===== config.mk =====
export PLATFORM = sky130hd
export DESIGN_NAME = regbus_master
export DESIGN_NICKNAME = d
export VERILOG_FILES = /design/src/rtl/regbus_master.sv
export SDC_FILE = /design/constraint.sdc
export NUM_CORES = 1
export LEC_CHECK = 0
export CORE_ASPECT_RATIO = 0.8
export CORE_MARGIN = 2
export CORE_UTILIZATION = 45
export CTS_CLUSTER_SIZE = 14
export DETAILED_ROUTE_END_ITERATION = 10
export GPL_TIMING_DRIVEN = 0
export PLACE_DENSITY = 0.77
export SYNTH_ARGS = -nofsm -noshare
export SYNTH_HDL_FRONTEND = slang
export SYNTH_SLANG_ARGS = --single-unit

===== constraint.sdc =====
create_clock -name CLK -period 3.5 [get_ports CLK]
set_input_delay 0.7 -clock CLK [delete_from_list [all_inputs] [get_ports CLK]]
set_output_delay 0.7 -clock CLK [all_outputs]
set_load 0.005 [all_outputs]

===== src/rtl/regbus_master.sv =====
// ----------------------------------------------------------------------------
// regbus_master
//
// Initiator for the simple register bus. It takes one command at a time over
// a valid/ready command channel, runs one single-cycle WRITE or READ strobe
// on the bus, and returns one response per command over a valid/ready
// response channel. READ_DATA is sampled RD_LAT cycles after the READ strobe,
// so both combinational and delayed responders are supported.
//
// Optional feature (compile-time macro REGBUS_MASTER_READBACK_EN):
//   When defined, every write is followed by a verify read at the same
//   address. The value read back is returned on RSP_DATA, and RSP_ERR flags a
//   difference from the data written. When undefined, write responses carry
//   RSP_DATA=0 and RSP_ERR=0.
//
// Parameters:
//   ADDR_W  bus address width
//   DATA_W  bus data width
//   RD_LAT  extra cycles between READ strobe and READ_DATA sampling (0..7)
//
// Ports:
//   CLK, RST_N            clock (rising edge), asynchronous active-low reset
//   CMD_VALID/CMD_READY   command handshake
//   CMD_WR/ADDR/DATA      command: 1=write/0=read, address, write data
//   RSP_VALID/RSP_READY   response handshake
//   RSP_DATA, RSP_ERR     read data (or readback value), readback mismatch
//   WRITE, READ           bus strobes, one cycle each
//   ADDR, WRITE_DATA      bus address and write data, held between commands
//   READ_DATA             bus read data from the responder
//   BUSY                  high whenever the master is not idle
// ----------------------------------------------------------------------------
module regbus_master #(
    parameter int ADDR_W = 3,
    parameter int DATA_W = 2,
    parameter int RD_LAT = 0
) (
    input  logic              CLK,
    input  logic              RST_N,
    input  logic              CMD_VALID,
    output logic              CMD_READY,
    input  logic              CMD_WR,
    input  logic [ADDR_W-1:0] CMD_ADDR,
    input  logic [DATA_W-1:0] CMD_DATA,
    output logic              RSP_VALID,
    input  logic              RSP_READY,
    output logic [DATA_W-1:0] RSP_DATA,
    output logic              RSP_ERR,
    output logic              WRITE,
    output logic              READ,
    output logic [ADDR_W-1:0] ADDR,
    output logic [DATA_W-1:0] WRITE_DATA,
    input  logic [DATA_W-1:0] READ_DATA,
    output logic              BUSY
);

    localparam logic [2:0] ST_IDLE    = 3'd0;
    localparam logic [2:0] ST_WR      = 3'd1;
    localparam logic [2:0] ST_RD      = 3'd2;
    localparam logic [2:0] ST_RD_WAIT = 3'd3;
    localparam logic [2:0] ST_RESP    = 3'd4;
`ifdef REGBUS_MASTER_READBACK_EN
    localparam logic [2:0] ST_VRD      = 3'd5;
    localparam logic [2:0] ST_VRD_WAIT = 3'd6;
`endif

    // Counter value during the last wait cycle; sampling happens on the edge
    // that ends that cycle. Only meaningful when RD_LAT is non-zero.
    localparam logic [2:0] LAT_LAST = 3'(RD_LAT - 1);

    logic [2:0]        state;
    logic [2:0]        lat_cnt;
    logic [ADDR_W-1:0] addr_q;
    logic [DATA_W-1:0] wdata_q;
    logic              rsp_valid_q;
    logic [DATA_W-1:0] rsp_data_q;
    logic              rsp_err_q;

    // Main controller: latches the command, sequences the bus strobes,
    // counts read latency, captures READ_DATA and holds the response until
    // the consumer takes it. Reset drops any in-flight command silently.
    always_ff @(posedge CLK or negedge RST_N) begin
        if (!RST_N) begin
            state       <= ST_IDLE;
            lat_cnt     <= '0;
            addr_q      <= '0;
            wdata_q     <= '0;
            rsp_valid_q <= 1'b0;
            rsp_data_q  <= '0;
            rsp_err_q   <= 1'b0;
        end else begin
            case (state)
                ST_IDLE: begin
                    if (CMD_VALID) begin
                        addr_q  <= CMD_ADDR;
                        wdata_q <= CMD_DATA;
                        lat_cnt <= '0;
                        state   <= CMD_WR ? ST_WR : ST_RD;
                    end
                end
                ST_WR: begin
`ifdef REGBUS_MASTER_READBACK_EN
                    lat_cnt <= '0;
                    state   <= ST_VRD;
`else
                    rsp_data_q  <= '0;
                    rsp_err_q   <= 1'b0;
                    rsp_valid_q <= 1'b1;
                    state       <= ST_RESP;
`endif
                end
                ST_RD: begin
                    if (RD_LAT == 0) begin
                        rsp_data_q  <= READ_DATA;
                        rsp_err_q   <= 1'b0;
                        rsp_valid_q <= 1'b1;
                        state       <= ST_RESP;
                    end else begin
                        state <= ST_RD_WAIT;
                    end
                end
                ST_RD_WAIT: begin
                    lat_cnt <= lat_cnt + 3'd1;
                    if (lat_cnt == LAT_LAST) begin
                        rsp_data_q  <= READ_DATA;
                        rsp_err_q   <= 1'b0;
                        rsp_valid_q <= 1'b1;
                        state       <= ST_RESP;
                    end
                end
`ifdef REGBUS_MASTER_READBACK_EN
                // Verify read: same sampling rule as a normal read, but the
                // sampled value is also compared against the data written.
                ST_VRD: begin
                    if (RD_LAT == 0) begin
                        rsp_data_q  <= READ_DATA;
                        rsp_err_q   <= (READ_DATA != wdata_q);
                        rsp_valid_q <= 1'b1;
                        state       <= ST_RESP;
                    end else begin
                        state <= ST_VRD_WAIT;
                    end
                end
                ST_VRD_WAIT: begin
                    lat_cnt <= lat_cnt + 3'd1;
                    if (lat_cnt == LAT_LAST) begin
                        rsp_data_q  <= READ_DATA;
                        rsp_err_q   <= (READ_DATA != wdata_q);
                        rsp_valid_q <= 1'b1;
                        state       <= ST_RESP;
                    end
                end
`endif
                ST_RESP: begin
                    if (RSP_READY) begin
                        rsp_valid_q <= 1'b0;
                        state       <= ST_IDLE;
                    end
                end
                default: begin
                    state <= ST_IDLE;
                end
            endcase
        end
    end

    // Strobes and handshake readiness are decoded from the state register
    // only, so CMD_READY never depends combinationally on CMD_VALID and the
    // two strobes can never be high together.
    assign CMD_READY  = (state == ST_IDLE);
    assign BUSY       = (state != ST_IDLE);
    assign WRITE      = (state == ST_WR);
`ifdef REGBUS_MASTER_READBACK_EN
    assign READ       = (state == ST_RD) || (state == ST_VRD);
`else
    assign READ       = (state == ST_RD);
`endif
    assign ADDR       = addr_q;
    assign WRITE_DATA = wdata_q;
    assign RSP_VALID  = rsp_valid_q;
    assign RSP_DATA   = rsp_data_q;
    assign RSP_ERR    = rsp_err_q;

endmodule


== Yosys cells after proc, flatten, opt, wreduce, memory -nomap -nowiden ==
Index checks and enable logic that the tools add are counted.

* Register bits: 15
* Input bits: 12
* Output and inout port bits: 13
* Word-level logic and storage cells: 43

* Add/sub/neg operators: 1
* Equal/unequal tests: 8
* Multiplexer cells: 14
* Reductions and logical operators: 13

{| class="wikitable"
|+ Operators by type and width
! cell !! count
|-
| 3-bit two-way mux || 4
|-
| 3-bit one-hot mux with 4 select lines || 1
|-
| 3-bit nonzero test || 3
|-
| 2-bit AND reduction || 4
|-
| 3-bit by 2-bit equality test with 1-bit output, second input constant || 2
|-
| 3-bit equality test, second input constant || 2
|-
| 2-bit != test, second input constant || 3
|-
| 2-bit one-hot mux with 3 select lines || 1
|-
| 3-bit one-hot mux with 2 select lines || 1
|-
| 3-bit AND reduction || 2
|-
| 2-bit two-way mux || 2
|-
| 2-bit nonzero test || 2
|-
| 3-bit by 1-bit adder with 3-bit output, second input constant || 1
|-
| 3-bit by 1-bit equality test with 1-bit output, second input constant || 1
|-
| 3-bit logical NOT || 1
|-
| 1-bit two-way mux || 3
|-
| 1-bit one-hot mux with 3 select lines || 1
|-
| 1-bit one-hot mux with 2 select lines || 1
|-
| 2-bit OR reduction || 1
|}

== Logic depth before layout (Yosys ltp) ==
Gate-level depths: netlist of the first run.

* Depth in word-level cells: 4
* Depth in mapped cells: 6

== Worst setup path after synthesis of the first run ==
No wires, ideal clock.

* Path type: register -> output
* Start point: register state[0]
* End point: output CMD_READY
* Arrival time: 0.877 ns
* Data required time: 2.800 ns
* Setup slack: 1.923 ns
* Stages on the path, launching flop included: 4
* Cells stage by stage: dfrtp_1 buf_6 or3_4 inv_2

* Cells in the longest elaborated chain, start to end: 1

{| class="wikitable"
|+ RTL lines
! what !! RTL line !! source
|-
| start, declared || 70 || <nowiki>logic [2:0] state;</nowiki>
|-
| start signal, assigned || 97 || <nowiki>state <= CMD_WR ? ST_WR : ST_RD;</nowiki>
|-
| 3-bit logical NOT || 169 || <nowiki>assign CMD_READY = (state == ST_IDLE);</nowiki>
|-
| end, declared || 40 || <nowiki>output logic CMD_READY,</nowiki>
|}

Every way passes these cells.

== Final worst setup path of the first run ==
* Start point: register state[2]
* End point: output READ

* Cells in the longest elaborated chain, start to end: 1

{| class="wikitable"
|+ RTL lines
! what !! RTL line !! source
|-
| 3-bit by 2-bit equality test with 1-bit output || 175 || <nowiki>assign READ = (state == ST_RD);</nowiki>
|-
| end, declared || 49 || <nowiki>output logic READ,</nowiki>
|}

Every way passes these cells.

==> results.py, run 1 <==
metrics = {
    "sta": {
        "post-route-min-period_ps": 2443,
        "final-setup-viol-count": 0,
        "rsz0062_at_grt": "false",
        "final-hold-violation-count": 0,
        "fin_skew_ps": 8.328,
        "slew_headroom_pct": 57.95,
        "fmax_mhz": 409.4,
        "whs_ps": 516.0,
        "tns_ps": 0,
        "finalWorstSetupSlack_ps": 1057,
        "report.final.slew_viol_count": 0,
        "period_share_pct": 69.79,
        "worst_pin_slew_ps": 628.8,
    },
    "yosys": {
        "syn-num-nets": 77,
        "synth_cells": 63,
        "synth-seq-area-share_pct": 47.70,
        "synth.avg_cell_area_um2": 11.66,
        "yosysTopAreaCell": "dfrtp_1",
        "synth_edf_count": 0,
        "ys_seq_elements": 14,
        "synthFlopType": "dfrtp_1",
        "synthTopCellsByCount": "dfrtp_1 (14), mux2_4 (5), a21oi_1 (4)",
        "syn_area_um2": 734.5,
        "synth_top_area_share_pct": 47.70,
        "yosysWarnings": 0,
        "synthTopCellsByArea": "dfrtp_1 (48%), mux2_4 (10%), o22a_1 (3.6%), ha_1 (3.4%), mux2_2 (3.1%)",
        "yosysUniqueCellTypes": 27,
        "yosysMostFrequentCell": "dfrtp_1",
        "async_flop_share_pct": 100.0,
    },
    "critical_path": {
        "cpPeakStageDelay_ps": 530,
        "cp-end-kind": "primary output",
        "start_kind": "flop",
        "required_ps": 2800,
        "cpLargestDelayFamily": "buffers and inverters",
        "worst-path-buf-inv": 2,
        "path_cells": "clkbuf_1 > nor3b_1 > clkdlybuf4s50_1",
        "crit_slowest_cell": "clkdlybuf4s50_1",
        "arrival_ps": 1740,
        "crit_start": "state[2]",
        "regToRegStartpoint": "state[2]",
        "crit_fanout": 10,
        "worstSetupPathType": "flop to primary output",
    },
    "status": {
        "status": "finished, final reports clean",
    },
    "min_path": {
        "hold_class": "flop to flop",
        "hold_start": "ADDR[0]",
    },
    "clocking": {
        "clock_path_buffers": 2,
        "post_cts_resized": 0,
        "h-tree-depth": 1,
        "clkTransAtPathRegs_ps": 80,
        "cts_hold_buf": 0,
        "cts.sinks": 14,
        "cts_tree": "done",
        "insertion_delay_ps": 280,
        "cts_buffers": 3,
        "cts_setup_buffers": 0,
        "clockRootBuffer": "clkbuf_4",
    },
    "placed_design": {
        "post_dp_cell_area_um2": 992.2,
        "dp_cells": 108,
        "hpwl_um": 1017,
        "pre_cts_slack_ps": 1362,
        "gp_congestion": 0.7601,
        "numPortBuffers": 23,
    },
    "floorplanning": {
        "start_util_pct": 46.55,
        "die_area_um2": 1973,
        "fp.coreArea_um2": 1578,
        "chipHeight_um": 40.14,
        "row_count": 13,
        "die_w_um": 49.17,
        "io_pins": 25,
    },
    "finish": {
        "final_nets": 105,
        "n_antenna_cell": 0,
        "layout.cells.non_filler": 112,
        "fin_util_pct": 65.19,
        "drive_above_1_share_pct": 20.00,
        "syn_to_final_growth_pct": 40.03,
        "fin_area_um2": 1028,
    },
    "routing": {
        "via_per_inst": 4.884,
        "drt_iter0_drc": 24,
        "routed_wl_um": 1332,
        "routedWlPerCell_um": 11.89,
        "vias": 547,
        "drc_errors": 0,
        "drt_pass1_iterations": 4,
        "antenna_left": 0,
    },
    "power": {
        "p_total_mw": 0.7502,
        "power_density_nw_per_um2": 729.4,
        "p_leak_nw": 0.4754,
        "vdd_ir_drop_max_mv": 0.3355,
    },
    "grt": {
        "grt_max_degree": 15,
        "grt_pass1_wl_um": 2214,
        "grt-ovfl-total": 0,
        "grt_pass1_vias": 497,
        "grt_usage_pct": 15.72,
        "grt_antenna_before_repair": 0,
    },
    "job": {
        "drv_cap": 0,
    },
}
kinds of logic after synthesis:
| logic type | share of synthesized area (%) |
|---|---|
| simple gates | 15.16 |
| compound gates | 13.29 |
| buf+inv | 6.643 |
| flops | 47.70 |
| mux | 13.29 |
| other cells | 0.5106 |
| fa+ha+maj | 3.407 |
worst reg2reg max path: stages (launching register included):
cell	delay, ps
dfrtp_1	460
or3_4	420
inv_2	60
and2_4	140
buf_8	110
mux2_4	300
routing by layer:
metal / wire, um / GRT usage [%] / vias up
met2: 632 / 25.34 / 16
met3: 74 / 6.343 / 0
li1: - / - / 273
met4: 0 / 4.286 / 0
met5: 0 / 0 / -
met1: 625 / 20.05 / 258
state kept, by name, indices dropped and copies added, names as in the netlist:
name / cells
ADDR: 3
lat_cnt: 3
state: 3
RSP_DATA: 2
WRITE_DATA: 2
RSP_VALID: 1
area by class of cell:
class                           count  area [um2]
Multi-Input combinational cell     42       335.3
Clock buffer                        4       36.28
Fill cell                         137       549.3
Sequential cell                    14       350.3
Buffer                              5       41.29
Inverter                            2       7.507
Timing Repair Buffer               23       230.2
Tap cell                           22       27.53
where the power goes:
part           switching [mW]  internal (mW)
Combinational           0.125          0.246
Clock                  0.0494         0.0633
Sequential             0.0421          0.225
final timing paths:
kind                                       to  slack, ps  depth (start not counted)
worst max register to register  WRITE_DATA[1]       1890                          5
min in group asynchronous            state[2]        810                          1
max in group asynchronous          lat_cnt[0]       2280                          1
worst max-delay path                     READ       1060                          3
worst min-delay path                  ADDR[0]        520                          1
worst min register to register        ADDR[0]        520                          1
cells in the final DEF (no fill, tap or decap), types with 2 or more instances in the layout:
cell and n:
clkdlybuf4s50_1 23, a2bb2oi_1 2, clkbuf_1 2, a22o_1 2, dfrtp_1 14, a21oi_1 4
mux2_2 2, o21ai_0 2, nor2_1 2, nor3b_1 3, mux2_4 5, nand2_1 3
o22a_1 3, nand2b_1 3, nor2b_1 2, clkbuf_4 3, ha_1 2
Power figures use the tool's default switching activity.
==> run 2: changes to the inputs <==
- CORE_UTILIZATION: 45 -> 39
- PLACE_DENSITY: 0.77 -> 0.71
- clock period: 3.5 -> 2 ns (I/O delays scaled with it)
==> run 2 against run 1 <==
Final area is 0.36% higher. Sequential cell count stayed put. Die area is 14% higher. Sequential share of layout area is 0.12 points lower. Clock power is 33% higher. Largest power group unchanged. Highest routed layer unchanged.
==> results.py, run 2 (synthesis gave the netlist of run 1 again) <==
metrics = {
    "status": {
        "status": "finished, final reports clean",
    },
    "sta": {
        "worst_pin_slew_ps": 613.5,
        "rsz0062_at_grt": "false",
        "period_share_pct": 89.67,
        "post-route-min-period_ps": 1793,
        "whs_ps": 508.9,
        "final-hold-violation-count": 0,
        "tns_ps": 0,
        "slew_headroom_pct": 58.97,
        "fin_skew_ps": 2.068,
        "report.final.slew_viol_count": 0,
        "fmax_mhz": 557.6,
        "finalWorstSetupSlack_ps": 206.7,
        "final-setup-viol-count": 0,
    },
    "grt": {
        "grt_usage_pct": 14.66,
        "grt_max_degree": 15,
        "grt_antenna_before_repair": 0,
        "grt_pass1_vias": 560,
        "grt-ovfl-total": 0,
        "grt_pass1_wl_um": 2456,
    },
    "floorplanning": {
        "die_area_um2": 2249,
        "fp.coreArea_um2": 1822,
        "chipHeight_um": 42.82,
        "io_pins": 25,
        "die_w_um": 52.52,
        "row_count": 14,
        "start_util_pct": 40.32,
    },
    "routing": {
        "routedWlPerCell_um": 11.94,
        "routed_wl_um": 1361,
        "drt_pass1_iterations": 4,
        "via_per_inst": 4.860,
        "drt_iter0_drc": 15,
        "antenna_left": 0,
        "vias": 554,
        "drc_errors": 0,
    },
    "power": {
        "vdd_ir_drop_max_mv": 0.6301,
        "power_density_nw_per_um2": 1229,
        "p_leak_nw": 0.5124,
    },
    "critical_path": {
        "crit_slowest_cell": "dfrtp_1",
        "start_kind": "flop",
        "arrival_ps": 1390,
        "crit_fanout": 10,
        "cpPeakStageDelay_ps": 380,
        "cp-end-kind": "primary output",
        "crit_start": "state[0]",
        "path_cells": "buf_6 > or3_4 > inv_2 > dlygate4sd2_1",
        "regToRegStartpoint": "lat_cnt[0]",
        "worstSetupPathType": "flop to primary output",
        "required_ps": 1600,
    },
    "clocking": {
        "clkTransAtPathRegs_ps": 70,
        "cts.sinks": 14,
        "clock_path_buffers": 2,
        "h-tree-depth": 1,
        "cts_tree": "done",
        "cts_buffers": 3,
        "clockRootBuffer": "clkbuf_4",
        "cts_hold_buf": 0,
        "insertion_delay_ps": 270,
    },
    "placed_design": {
        "numPortBuffers": 23,
        "gp_congestion": 0.7307,
        "hpwl_um": 1066,
        "pre_cts_slack_ps": 173.9,
        "dp_cells": 110,
    },
    "finish": {
        "n_antenna_cell": 0,
        "drive_above_1_share_pct": 22.22,
        "fin_util_pct": 56.66,
        "final_nets": 106,
        "fillers": 174,
        "final_common_cell": "clkdlybuf4s50_1",
        "final_cell_mix": "clkdlybuf4s50_1 (19), dfrtp_1 (14), mux2_4 (5), clkbuf_4 (4), a21oi_1 (4)",
        "syn_to_final_growth_pct": 40.55,
        "layout.cells.non_filler": 114,
    },
    "job": {
        "drv_cap": 0,
    },
    "min_path": {
        "hold_class": "input port to async pin",
    },
}
## run 2: cell types whose count changed in the layout (fill, tap and decap cells not counted), sizes merged
cell           previous run  this run
dlymetal6s2s              0         2
clkdlybuf4s50            23        19
clkbuf                    6         5
buf                       3         4
dlygate4sd2               0         2
## run 2: repair_timing
action                     CTS  global route
gates resized for setup      5             2
setup endpoints to repair    3             2
buffers inserted             1             0
## run 2: stage by stage
| stage | power [mW] | area (um2) |
|---|---|---|
| 2_1_floorplan | 0.8204 | 734.5 |
| 3_3_place_gp | 1.113 | 994.7 |
| 3_5_place_dp | 1.127 | 994.7 |
| 4_1_cts | 1.292 | 1027 |
| 5_1_grt | 1.368 | 1032 |
| 6_report | 1.268 | 1032 |
## run 2: where the power goes
group          leakage (nW)  switching, mW  total [mW]  internal [mW]
sequential            0.177         0.0660       0.459          0.393
combinational         0.322          0.228       0.659          0.431
clock                0.0138         0.0802       0.150         0.0697
total                 0.512          0.374        1.27          0.894
## run 2: path summary, 6_finish.rpt
check | end | slack, ps | cells past startpoint
min in group CLK | ADDR[2] | 510 | 1
max in group asynchronous | ADDR[1] | 1090 | 1
worst max-delay path | CMD_READY | 210 | 4
worst max register to register | RSP_DATA[1] | 420 | 5
worst min-delay path | RSP_VALID | 510 | 1
worst min register to register | ADDR[2] | 510 | 1
## run 2: metal layers
metal | track usage (%) | part of all wire (%) | up-vias
met5 | 0 | 0 | -
met3 | 5.282 | 3.8 | 0
met2 | 20.75 | 47 | 8
met1 | 21.49 | 49 | 271
met4 | 3.077 | 0 | 0
li1 | - | - | 275
## run 2: area by class of cell
class | instances | area, um2 | share of cell area [%]
timing repair buffer | 24 | 240.2 | 23.27
sequential | 14 | 350.3 | 33.94
inverter | 2 | 7.507 | 0.7273
buffer | 5 | 46.29 | 4.485
clock buffer | 3 | 22.52 | 2.182
tap | 24 | 30.03 | 2.909
multi-input combinational | 42 | 335.3 | 32.48
## run 2: critical path, delay by kind of cell, from the launching register on
kind | cells | cell delay (ps)
buffers and inverters | 3 | 420
and+or+nand+nor | 1 | 330
DFF | 1 | 380
